## src/rtl/mem_arbiter_if.sv

```systemverilog
// Memory-side bus of mem_arbiter: one request strobe, held attributes, one response strobe.
interface mem_arbiter_if;
    logic        mem_ready;
    logic        mem_valid;
    logic        mem_instr;
    logic [31:0] mem_addr;
    logic [31:0] mem_wdata;
    logic [3:0]  mem_wstrb;
    logic [31:0] mem_rdata;

    modport master (
        output mem_ready, mem_instr, mem_addr, mem_wdata, mem_wstrb,
        input  mem_valid, mem_rdata
    );

    modport slave (
        input  mem_ready, mem_instr, mem_addr, mem_wdata, mem_wstrb,
        output mem_valid, mem_rdata
    );
endinterface

```

## src/rtl/mem_arbiter.sv

```systemverilog
// Two-port (fetch/data) arbiter onto a single-outstanding memory bus with a WAIT timeout.
// Define ROUND_ROBIN_EN for alternating priority; otherwise the data port always wins.
module mem_arbiter #(
    parameter int unsigned TIMEOUT_CYCLES = 255
) (
    input  logic                 clk,
    input  logic                 reset,
    input  logic                 f_req,
    input  logic [31:0]          f_addr,
    output logic                 f_valid,
    output logic [31:0]          f_rdata,
    input  logic                 d_req,
    input  logic [31:0]          d_addr,
    input  logic [31:0]          d_wdata,
    input  logic [3:0]           d_wstrb,
    output logic                 d_valid,
    output logic [31:0]          d_rdata,
    mem_arbiter_if.master        mem,
    output logic                 bus_error
);

    localparam logic [15:0] TimeoutLast = 16'(TIMEOUT_CYCLES - 1);

    typedef enum logic [0:0] {StIdle, StWait} state_e;

    state_e      state_q, state_d;
    logic        pend_f_q, pend_f_d, pend_d_q, pend_d_d;
    logic [31:0] f_addr_q, f_addr_d, d_addr_q, d_addr_d, d_wdata_q, d_wdata_d;
    logic [3:0]  d_wstrb_q, d_wstrb_d;
    logic [15:0] cnt_q, cnt_d;
    logic        mem_ready_q, mem_ready_d, mem_instr_q, mem_instr_d;
    logic [31:0] mem_addr_q, mem_addr_d, mem_wdata_q, mem_wdata_d;
    logic [3:0]  mem_wstrb_q, mem_wstrb_d;
    logic        f_valid_q, f_valid_d, d_valid_q, d_valid_d;
    logic [31:0] f_rdata_q, f_rdata_d, d_rdata_q, d_rdata_d;
    logic        bus_error_q, bus_error_d;
`ifdef ROUND_ROBIN_EN
    logic        rr_q, rr_d;  // 1: fetch favoured on the next contested grant
`endif
    logic        pick_data;
    logic        done;
    logic [31:0] resp;

    always_comb begin
        state_d     = state_q;
        pend_f_d    = pend_f_q;
        pend_d_d    = pend_d_q;
        f_addr_d    = f_addr_q;
        d_addr_d    = d_addr_q;
        d_wdata_d   = d_wdata_q;
        d_wstrb_d   = d_wstrb_q;
        cnt_d       = cnt_q;
        mem_ready_d = 1'b0;
        mem_instr_d = mem_instr_q;
        mem_addr_d  = mem_addr_q;
        mem_wdata_d = mem_wdata_q;
        mem_wstrb_d = mem_wstrb_q;
        f_valid_d   = 1'b0;
        d_valid_d   = 1'b0;
        f_rdata_d   = f_rdata_q;
        d_rdata_d   = d_rdata_q;
        bus_error_d = bus_error_q;
        pick_data   = 1'b0;
        done        = 1'b0;
        resp        = '0;
`ifdef ROUND_ROBIN_EN
        rr_d        = rr_q;
`endif

        // A port with a pending or in-flight request ignores further strobes.
        if (f_req && !pend_f_q) begin
            pend_f_d = 1'b1;
            f_addr_d = f_addr;
        end
        if (d_req && !pend_d_q) begin
            pend_d_d  = 1'b1;
            d_addr_d  = d_addr;
            d_wdata_d = d_wdata;
            d_wstrb_d = d_wstrb;
        end

`ifdef ROUND_ROBIN_EN
        pick_data = pend_d_d & (~pend_f_d | ~rr_q);
`else
        pick_data = pend_d_d;
`endif

        unique case (state_q)
            StIdle: begin
                if (pend_f_d || pend_d_d) begin
                    state_d     = StWait;
                    mem_ready_d = 1'b1;
                    cnt_d       = '0;
                    mem_instr_d = ~pick_data;
                    if (pick_data) begin
                        mem_addr_d  = d_addr_d;
                        mem_wdata_d = d_wdata_d;
                        mem_wstrb_d = d_wstrb_d;
                    end else begin
                        mem_addr_d  = f_addr_d;
                        mem_wdata_d = '0;
                        mem_wstrb_d = '0;
                    end
`ifdef ROUND_ROBIN_EN
                    rr_d = pick_data;
`endif
                end
            end
            StWait: begin
                if (mem.mem_valid) begin
                    done = 1'b1;
                    resp = mem.mem_rdata;
                end else if (cnt_q == TimeoutLast) begin
                    done        = 1'b1;
                    bus_error_d = 1'b1;
                end else begin
                    cnt_d = cnt_q + 16'd1;
                end
                if (done) begin
                    state_d = StIdle;
                    if (mem_instr_q) begin
                        f_valid_d = 1'b1;
                        f_rdata_d = resp;
                        pend_f_d  = 1'b0;
                    end else begin
                        d_valid_d = 1'b1;
                        d_rdata_d = resp;
                        pend_d_d  = 1'b0;
                    end
                end
            end
            default: state_d = StIdle;
        endcase
    end

    always_ff @(posedge clk or negedge reset) begin
        if (!reset) begin
            state_q     <= StIdle;
            pend_f_q    <= 1'b0;
            pend_d_q    <= 1'b0;
            f_addr_q    <= '0;
            d_addr_q    <= '0;
            d_wdata_q   <= '0;
            d_wstrb_q   <= '0;
            cnt_q       <= '0;
            mem_ready_q <= 1'b0;
            mem_instr_q <= 1'b0;
            mem_addr_q  <= '0;
            mem_wdata_q <= '0;
            mem_wstrb_q <= '0;
            f_valid_q   <= 1'b0;
            d_valid_q   <= 1'b0;
            f_rdata_q   <= '0;
            d_rdata_q   <= '0;
            bus_error_q <= 1'b0;
`ifdef ROUND_ROBIN_EN
            rr_q        <= 1'b0;
`endif
        end else begin
            state_q     <= state_d;
            pend_f_q    <= pend_f_d;
            pend_d_q    <= pend_d_d;
            f_addr_q    <= f_addr_d;
            d_addr_q    <= d_addr_d;
            d_wdata_q   <= d_wdata_d;
            d_wstrb_q   <= d_wstrb_d;
            cnt_q       <= cnt_d;
            mem_ready_q <= mem_ready_d;
            mem_instr_q <= mem_instr_d;
            mem_addr_q  <= mem_addr_d;
            mem_wdata_q <= mem_wdata_d;
            mem_wstrb_q <= mem_wstrb_d;
            f_valid_q   <= f_valid_d;
            d_valid_q   <= d_valid_d;
            f_rdata_q   <= f_rdata_d;
            d_rdata_q   <= d_rdata_d;
            bus_error_q <= bus_error_d;
`ifdef ROUND_ROBIN_EN
            rr_q        <= rr_d;
`endif
        end
    end

    assign mem.mem_ready = mem_ready_q;
    assign mem.mem_instr = mem_instr_q;
    assign mem.mem_addr  = mem_addr_q;
    assign mem.mem_wdata = mem_wdata_q;
    assign mem.mem_wstrb = mem_wstrb_q;
    assign f_valid       = f_valid_q;
    assign f_rdata       = f_rdata_q;
    assign d_valid       = d_valid_q;
    assign d_rdata       = d_rdata_q;
    assign bus_error     = bus_error_q;

endmodule

```

## src/flat_wrapper.sv

```systemverilog
// flat-port wrapper written by rule: the top's interface ports become plain ports
module mem_arbiter_flat 
#(
    parameter int unsigned TIMEOUT_CYCLES = 255
)
  (clk, reset, f_req, f_addr, f_valid, f_rdata, d_req, d_addr, d_wdata, d_wstrb, d_valid, d_rdata, bus_error, mem_mem_ready, mem_mem_instr, mem_mem_addr, mem_mem_wdata, mem_mem_wstrb, mem_mem_valid, mem_mem_rdata);
  mem_arbiter_if mem_i ();
  input  logic clk;
  input  logic reset;
  input  logic f_req;
  input  logic [31:0] f_addr;
  output logic f_valid;
  output logic [31:0] f_rdata;
  input  logic d_req;
  input  logic [31:0] d_addr;
  input  logic [31:0] d_wdata;
  input  logic [3:0] d_wstrb;
  output logic d_valid;
  output logic [31:0] d_rdata;
  output logic bus_error;
  output wire logic [$bits(mem_i.mem_ready)-1:0] mem_mem_ready;
  output wire logic [$bits(mem_i.mem_instr)-1:0] mem_mem_instr;
  output wire logic [$bits(mem_i.mem_addr)-1:0] mem_mem_addr;
  output wire logic [$bits(mem_i.mem_wdata)-1:0] mem_mem_wdata;
  output wire logic [$bits(mem_i.mem_wstrb)-1:0] mem_mem_wstrb;
  input wire logic [$bits(mem_i.mem_valid)-1:0] mem_mem_valid;
  input wire logic [$bits(mem_i.mem_rdata)-1:0] mem_mem_rdata;
  assign mem_mem_ready = mem_i.mem_ready;
  assign mem_mem_instr = mem_i.mem_instr;
  assign mem_mem_addr = mem_i.mem_addr;
  assign mem_mem_wdata = mem_i.mem_wdata;
  assign mem_mem_wstrb = mem_i.mem_wstrb;
  assign mem_i.mem_valid = mem_mem_valid;
  assign mem_i.mem_rdata = mem_mem_rdata;
  mem_arbiter #(.TIMEOUT_CYCLES(TIMEOUT_CYCLES)) u_core (.clk(clk), .reset(reset), .f_req(f_req), .f_addr(f_addr), .f_valid(f_valid), .f_rdata(f_rdata), .d_req(d_req), .d_addr(d_addr), .d_wdata(d_wdata), .d_wstrb(d_wstrb), .d_valid(d_valid), .d_rdata(d_rdata), .mem(mem_i), .bus_error(bus_error));
endmodule
```

## config.mk

```make
export PLATFORM = sky130hd
export DESIGN_NAME = mem_arbiter_flat
export DESIGN_NICKNAME = d
export VERILOG_FILES = /design/src/rtl/mem_arbiter_if.sv /design/src/rtl/mem_arbiter.sv /design/src/flat_wrapper.sv
export SDC_FILE = /design/constraint.sdc
export NUM_CORES = 1
export LEC_CHECK = 0
export BUFFER_PORTS_ARGS = -buffer_cell sky130_fd_sc_hd__buf_2
export CAP_MARGIN = 20
export CELL_PAD_IN_SITES_DETAIL_PLACEMENT = 1
export CELL_PAD_IN_SITES_GLOBAL_PLACEMENT = 2
export CORE_MARGIN = 4
export CORE_UTILIZATION = 35
export DETAILED_ROUTE_END_ITERATION = 8
export PLACE_DENSITY = 0.77
export SYNTH_ARGS = -nofsm -noshare
export SYNTH_HDL_FRONTEND = slang
export SYNTH_SLANG_ARGS = --single-unit
export TNS_END_PERCENT = 100
```

## constraint.sdc

```tcl
create_clock -name clk -period 2.1 [get_ports clk]
set_clock_uncertainty 0.15 [all_clocks]
set_input_delay 0.105 -clock clk [delete_from_list [all_inputs] [get_ports clk]]
set_output_delay 0.105 -clock clk [all_outputs]
set_load 0.02 [all_outputs]
```

==> results.sh, run 1 <==
export IMPL_status="finished clean"
export IMPL_crit_arrival_ns=2.17
export IMPL_fin_nets=1272
export IMPL_power_density_mw_per_mm2=1550
export IMPL_dp_cells=1339
export IMPL_max_slew_worst_pin_slew_ns=0.519
export IMPL_setup_viol=0
export IMPL_die_height_um=177
export IMPL_numCtsBuffers=28
export IMPL_yosysUniqueCellTypes=43
export IMPL_syn_num_nets=854
export IMPL_yosys_warnings=0
export IMPL_vias=7682
export IMPL_areaGrowthSynthToFinish_pct=44.1
export IMPL_synth_flop_cell="dfrtp_1"
export IMPL_dpl_hpwl_mm=18.7
export IMPL_drt_antenna_violating_nets=0
export IMPL_drive_gt1_share_pct=39.5
export IMPL_reg2reg_depth=7
export IMPL_cts_buffer_depth=3
export IMPL_port_buffers=273
export IMPL_most_common_layout_cells="272 x buf_2, 255 x dfrtp_1, 141 x dlygate4sd3_1, 94 x mux2_2, 64 x a22o_1"
export IMPL_track_usage_pct=19.3
export IMPL_gp_congestion=0.794
export IMPL_critPathKind="flip-flop to flip-flop"
export IMPL_fillers=2923
export IMPL_drc=0
export IMPL_drt_met1_wl_mm=13.2
export IMPL_grt_overflow=0
export IMPL_first_pass_iters=4
export IMPL_cts_htree_levels=1
export IMPL_synth_seq_cells=256
export IMPL_timing_slew_headroom_pct=65.4
export IMPL_drv_slew=0
export IMPL_synthCells=715
export IMPL_die_w_um=177
export IMPL_hold_class="input pin to flip-flop"
export IMPL_async_flop_share_pct=100
export IMPL_syn_area_per_cell_um2=13.9
export IMPL_final_min_clock_period_ns=1.89
export IMPL_highest_layer="met4"
export IMPL_clock_root_buffer="clkbuf_16"
export IMPL_rsz0062_at_grt="no"
export IMPL_wl_per_cell_um=20.0
export IMPL_clock_sinks=256
export IMPL_p_leak_uw=0.00691
export IMPL_drt_total_wl_mm=30.7
export IMPL_cts_tree="done"
export IMPL_wl_met3_mm=1.93
export IMPL_path_max_fanout=6
export IMPL_period_share_pct=90.2
export IMPL_netlist_area_mm2=0.00995
export IMPL_finalHoldViolCount=0
export IMPL_antenna_found_initial=0
export IMPL_avgViaCountPerCell=5.01
export IMPL_fmax_ghz=0.528
export IMPL_grt_max_degree=67
export IMPL_drt_iter0_drc=334
export IMPL_grt_pass1_vias=8550
export IMPL_grt_pass1_wl_mm=48.6
export IMPL_fin_ws_ns=0.206
export IMPL_final_common_cell="buf_2"
export IMPL_synth_yosys_seq_area_share_pct=64.4
export IMPL_worst_r2r_startpoint="u_core.cnt_q[1]"
export IMPL_critPathCaptureType="flip-flop"
export IMPL_synth_edf_count=0
export IMPL_worstReg2RegEnd="u_core.cnt_q[12]"
export IMPL_path_clk_slew_ns=0.06
export IMPL_crit_path_start_kind="flip-flop"
export IMPL_stdcell_count=1532
export IMPL_dieArea_mm2=0.0312
export IMPL_insertion_delay_ns=0.53
export IMPL_cp_startpoint="u_core.cnt_q[1]"
export IMPL_endpoint="u_core.cnt_q[12]"
export IMPL_wl_met2_mm=15.0
export IMPL_initial_core_util_pct=35.6
export IMPL_ir_drop_uv=720
export IMPL_setup_tns_ns=0
export IMPL_core_area_mm2=0.0279
export IMPL_dp_slack_ns=0.144
export IMPL_core_rowCount=61
export IMPL_ios=274
export IMPL_reg2reg_slack_ns=0.21
export IMPL_cp_required_ns=2.37
export IMPL_max_cap_viol_count=0
## worst min-delay path by stage
stage	from	endpoint	slack, ns	cells past startpoint
4_1_cts	mem_mem_rdata[19]	u_core.d_rdata[19]	0.15	3
6_report	mem_mem_rdata[0]	u_core.f_rdata[0]	0.18	3
2_1_floorplan	reset	u_core.bus_error	-0.34	0
3_5_place_dp	reset	u_core.mem.mem_addr[16]	-0.10	1
3_3_place_gp	reset	u_core.mem.mem_addr[16]	-0.1	1
5_1_grt	mem_mem_rdata[0]	u_core.d_rdata[0]	0.18	3
## where the power goes
group / internal [uW] / switching (uW) / total [uW] / leakage (uW)
Combinational: 3740 / 4990 / 8730 / 0.00329
Sequential: 7240 / 1080 / 8330 / 0.00314
Clock: 3140 / 1980 / 5120 / 0.000487
Total: 14100 / 8050 / 22200 / 0.00691
## Yosys cell counts (3+ instances only)
| cell type | instances | area share (%) |
|---|---|---|
| mux2_2 | 94 | 11 |
| nor4_1 | 3 | 0.19 |
| a22o_1 | 64 | 5.6 |
| a21o_1 | 3 | 0.23 |
| a32o_1 | 36 | 3.6 |
| o21ai_0 | 36 | 1.8 |
| a41oi_1 | 3 | 0.26 |
| nand3_1 | 10 | 0.50 |
| a21oi_1 | 6 | 0.30 |
| inv_1 | 6 | 0.23 |
| buf_2 | 25 | 1.3 |
| nor3_1 | 3 | 0.15 |
| nand4_1 | 7 | 0.44 |
| nand2b_1 | 5 | 0.31 |
| mux2_1 | 6 | 0.68 |
| buf_1 | 6 | 0.23 |
| mux2i_1 | 32 | 3.2 |
| clkbuf_1 | 25 | 0.94 |
| a31oi_1 | 13 | 0.82 |
| nor2_1 | 9 | 0.34 |
| dfrtp_1 | 256 | 64 |
| nand2_1 | 41 | 1.5 |
## kinds of logic (layout without fill, tap and decap cells)
group                      count (synthesis)  count (layout)  share of synthesized area [%]
other                                      0               1                              0
AOI/OAI and AO/OA                        169             169                           13.4
buffers and inverters                     64             502                           2.80
adders and majority gates                  2               2                          0.251
DFF                                      256             256                           64.4
and+or+nand+nor                           92              92                           4.58
muxes                                    132             132                           14.5
## area by class of cell
cell class | count | area [um^2] | share of cell area (%)
Sequential cell | 256 | 6410 | 44.7
Multi-Input combinational cell | 395 | 3290 | 23.0
Timing Repair Buffer | 445 | 3160 | 22.0
Clock buffer | 37 | 795 | 5.54
Tap cell | 378 | 473 | 3.30
Clock inverter | 13 | 180 | 1.26
Inverter | 7 | 26.3 | 0.183
Antenna cell | 1 | 2.50 | 0.0175
## registers in the layout (all words and copies together) (netlist names), 4 cells and up
signal                count
u_core.mem.mem_wdata     32
u_core.d_rdata           32
u_core.d_addr_q          32
u_core.f_addr_q          32
u_core.f_rdata           32
u_core.mem.mem_wstrb      4
u_core.d_wstrb_q          4
u_core.mem.mem_addr      32
u_core.cnt_q             16
u_core.d_wdata_q         32
## routing by layer
| metal | track usage, % | vias to the layer above |
|---|---|---|
| met5 | 0 | - |
| met1 | 25.3 | 3922 |
| met2 | 33.2 | 242 |
| li1 | - | 3479 |
| met3 | 4.11 | 39 |
| met4 | 3.84 | 0 |
## repair_timing
item | 4_1_cts | 5_1_grt
gates resized for setup | 0 | 2
hold buffers | 141 | 0
setup buffers | 0 | 1
endpoints found under the setup margin | 0 | 11
hold endpoints to repair | 493 | 0
## through the flow
step / util, % / cell area [um^2] / power (uW) / hold WS, ns
after detailed placement: 42.7 / 11900 / 16800 / -0.103
after floorplan: - / 9950 / 13700 / -0.341
after global placement: 42.7 / 11900 / 16500 / -0.0994
after CTS: 51.2 / 14300 / 22300 / 0.151
final: 51.3 / 14300 / 22200 / 0.179
after global routing: 51.3 / 14300 / 23500 / 0.182
## worst max-delay path, stage by stage, from the launching register on
cell,delay [ns]
dfrtp_2,0.44
ha_1,0.19
nor4b_4,0.13
buf_4,0.15
a41oi_2,0.23
nor2_2,0.08
buf_4,0.14
a211o_1,0.27
Power figures use the tool's default switching activity.
==> run 2: changes to the inputs <==
--- a/config.mk
+++ b/config.mk
@@ -10,9 +10,9 @@
 export CELL_PAD_IN_SITES_DETAIL_PLACEMENT = 1
 export CELL_PAD_IN_SITES_GLOBAL_PLACEMENT = 2
 export CORE_MARGIN = 4
-export CORE_UTILIZATION = 35
+export CORE_UTILIZATION = 37
 export DETAILED_ROUTE_END_ITERATION = 8
-export PLACE_DENSITY = 0.77
+export PLACE_DENSITY = 0.81
 export SYNTH_ARGS = -nofsm -noshare
 export SYNTH_HDL_FRONTEND = slang
 export SYNTH_SLANG_ARGS = --single-unit
==> constraint.sdc (replaced) <==
create_clock -name clk -period 2.4 [get_ports clk]
set_clock_uncertainty 0.15 [all_clocks]
set_input_delay 0.12 -clock clk [delete_from_list [all_inputs] [get_ports clk]]
set_output_delay 0.12 -clock clk [all_outputs]
set_load 0.02 [all_outputs]
==> results.sh, run 2 (synthesized netlist as in run 1, its figures left out) <==
export IMPL_path_max_fanout=33
export IMPL_finish_utilization_pct=53.1
export IMPL_ios=274
export IMPL_wl_per_cell_um=20.9
export IMPL_antenna_found_initial=1
export IMPL_dieArea_mm2=0.0296
export IMPL_timing_slew_headroom_pct=34.7
export IMPL_p_seq_share_pct=38.9
export IMPL_gp_congestion=0.803
export IMPL_combPwrFrac_pct=39.9
export IMPL_drt_met1_wl_mm=12.8
export IMPL_cts_htree_levels=1
export IMPL_switching_share_pct=37.2
export IMPL_seqCellArea_mm2=0.00641
export IMPL_cp_cell_sequence="inv_1, ha_1, nor4b_2, a41o_1, nand2_1, buf_4, a22o_1"
export IMPL_worst_r2r_startpoint="u_core.cnt_q[0]"
export IMPL_max_slew_worst_pin_slew_ns=0.980
export IMPL_grt_pass1_vias=8575
export IMPL_reg2reg_slack_ns=0.22
export IMPL_rsz0062_at_grt="no"
export IMPL_path_clk_slew_ns=0.06
export IMPL_drc=0
export IMPL_path_buf_inv=2
export IMPL_dp_slack_ns=0.211
export IMPL_grt_overflow=0
export IMPL_grt_max_degree=79
export IMPL_cp_required_ns=2.65
export IMPL_final_min_clock_period_ns=2.18
export IMPL_max_cap_viol_count=0
export IMPL_clock_root_buffer="clkbuf_16"
export IMPL_p_leak_uw=0.00674
export IMPL_crit_arrival_ns=2.43
export IMPL_crit_path_start_kind="flip-flop"
export IMPL_setup_viol=0
export IMPL_die_w_um=172
export IMPL_drv_slew=0
export IMPL_post_cts_buffers=0
export IMPL_intPower_uw=11800
export IMPL_first_pass_iters=5
export IMPL_cp_top_family="compound AO/OA/AOI/OAI gates"
export IMPL_insertion_delay_ns=0.52
export IMPL_grt_pass1_wl_mm=47.5
export IMPL_fin_nets=1256
export IMPL_wl_met2_mm=15.3
export IMPL_hold_class="input pin to asynchronous set/reset pin"
export IMPL_drt_antenna_violating_nets=0
export IMPL_cp_depth=7
export IMPL_wl_met3_mm=1.85
export IMPL_drt_total_wl_mm=30.7
export IMPL_critical_path_slowest_cell="dfrtp_1"
export IMPL_numCtsBuffers=27
export IMPL_critPathCaptureType="flip-flop"
export IMPL_multi_input_area_mm2=0.00328
export IMPL_period_share_pct=90.9
export IMPL_avgViaCountPerCell=5.19
export IMPL_p_clk_share_pct=21.2
export IMPL_fin_ws_ns=0.218
export IMPL_fillers=2697
export IMPL_max_stage_delay_ns=0.42
export IMPL_port_buffers=273
export IMPL_dpl_hpwl_mm=18.9
export IMPL_fmax_ghz=0.458
export IMPL_drive_gt1_share_pct=38.5
export IMPL_areaGrowthSynthToFinish_pct=40.2
export IMPL_vias=7645
export IMPL_drt_iter0_drc=415
export IMPL_reg2reg_depth=7
export IMPL_cp_startpoint="u_core.cnt_q[0]"
export IMPL_cts_buffer_depth=3
export IMPL_final_common_cell="buf_2"
export IMPL_p_sw_uw=6970
export IMPL_status="finished clean"
export IMPL_clock_sinks=256
export IMPL_most_common_layout_cells="272 x buf_2, 256 x dfrtp_1, 136 x dlygate4sd3_1, 94 x mux2_2, 64 x a22o_1"
export IMPL_initial_core_util_pct=37.9
export IMPL_power_density_mw_per_mm2=1340
export IMPL_critPathKind="flip-flop to flip-flop"
export IMPL_die_height_um=172
export IMPL_cts_tree="done"
export IMPL_ir_drop_uv=776
export IMPL_finalHoldViolCount=0
export IMPL_setup_tns_ns=0
export IMPL_core_area_mm2=0.0263
export IMPL_highest_layer="met4"
export IMPL_core_rowCount=59
export IMPL_track_usage_pct=20.0
[run 2: power groups by stage]
stage               logic [uW]  registers, uW  clock network (uW)
floorplan                 3540           8420                   0
global placement          7060           7220                   0
detailed placement        7300           7300                   0
CTS                       7500           7280                4080
global route              8080           7500                4300
finish                    7470           7290                3980
[run 2: layout make-up]
class / instances / share of cell area (%)
flip-flops and latches: 256 / 45.9
multi-input cells: 395 / 23.5
repair buffers: 430 / 21.3
clock buffers: 40 / 5.48
well taps: 335 / 3.01
clock inverters: 8 / 0.484
inverters: 7 / 0.188
diodes: 1 / 0.0179
[run 2: worst paths after layout]
check	endpoint
setup / recovery	u_core.d_rdata[16]
hold / removal	u_core.f_addr_q[22]
hold reg to reg	u_core.mem.mem_addr[17]
setup reg to reg	u_core.d_rdata[16]
min in group clk	u_core.d_rdata[29]
max in group asynchronous	u_core.f_addr_q[6]
[run 2: metrics by stage]
stage / power, uW / hold WS, ns / instance area (um^2) / cells
2_1_floorplan: 12000 / -0.326 / 9950 / 715
3_3_place_gp: 14300 / -0.0686 / 11700 / 1286
3_5_place_dp: 14600 / -0.0708 / 11700 / 1286
4_1_cts: 18900 / 0.0769 / 13900 / 1471
5_1_grt: 19900 / 0.0956 / 13900 / 1471
6_report: 18700 / 0.0711 / 13900 / 1472
[run 2: what timing repair did]
item / 4_1_cts / 5_1_grt
gates resized for setup: 0 / 0
hold buffers: 137 / 0
hold endpoints to repair: 494 / 0
[run 2: tightest hold or removal path, cell delays in order]
cell	delay, ns
dlygate4sd3_1	0.57
buf_8	0.17
buf_12	0.26
[run 2: per-layer routing]
| metal | track usage [%] | up-vias |
|---|---|---|
| met1 | 25.5 | 3917 |
| met4 | 4.65 | 0 |
| li1 | - | 3442 |
| met2 | 35.1 | 238 |
| met5 | 0 | - |
| met3 | 4.25 | 48 |
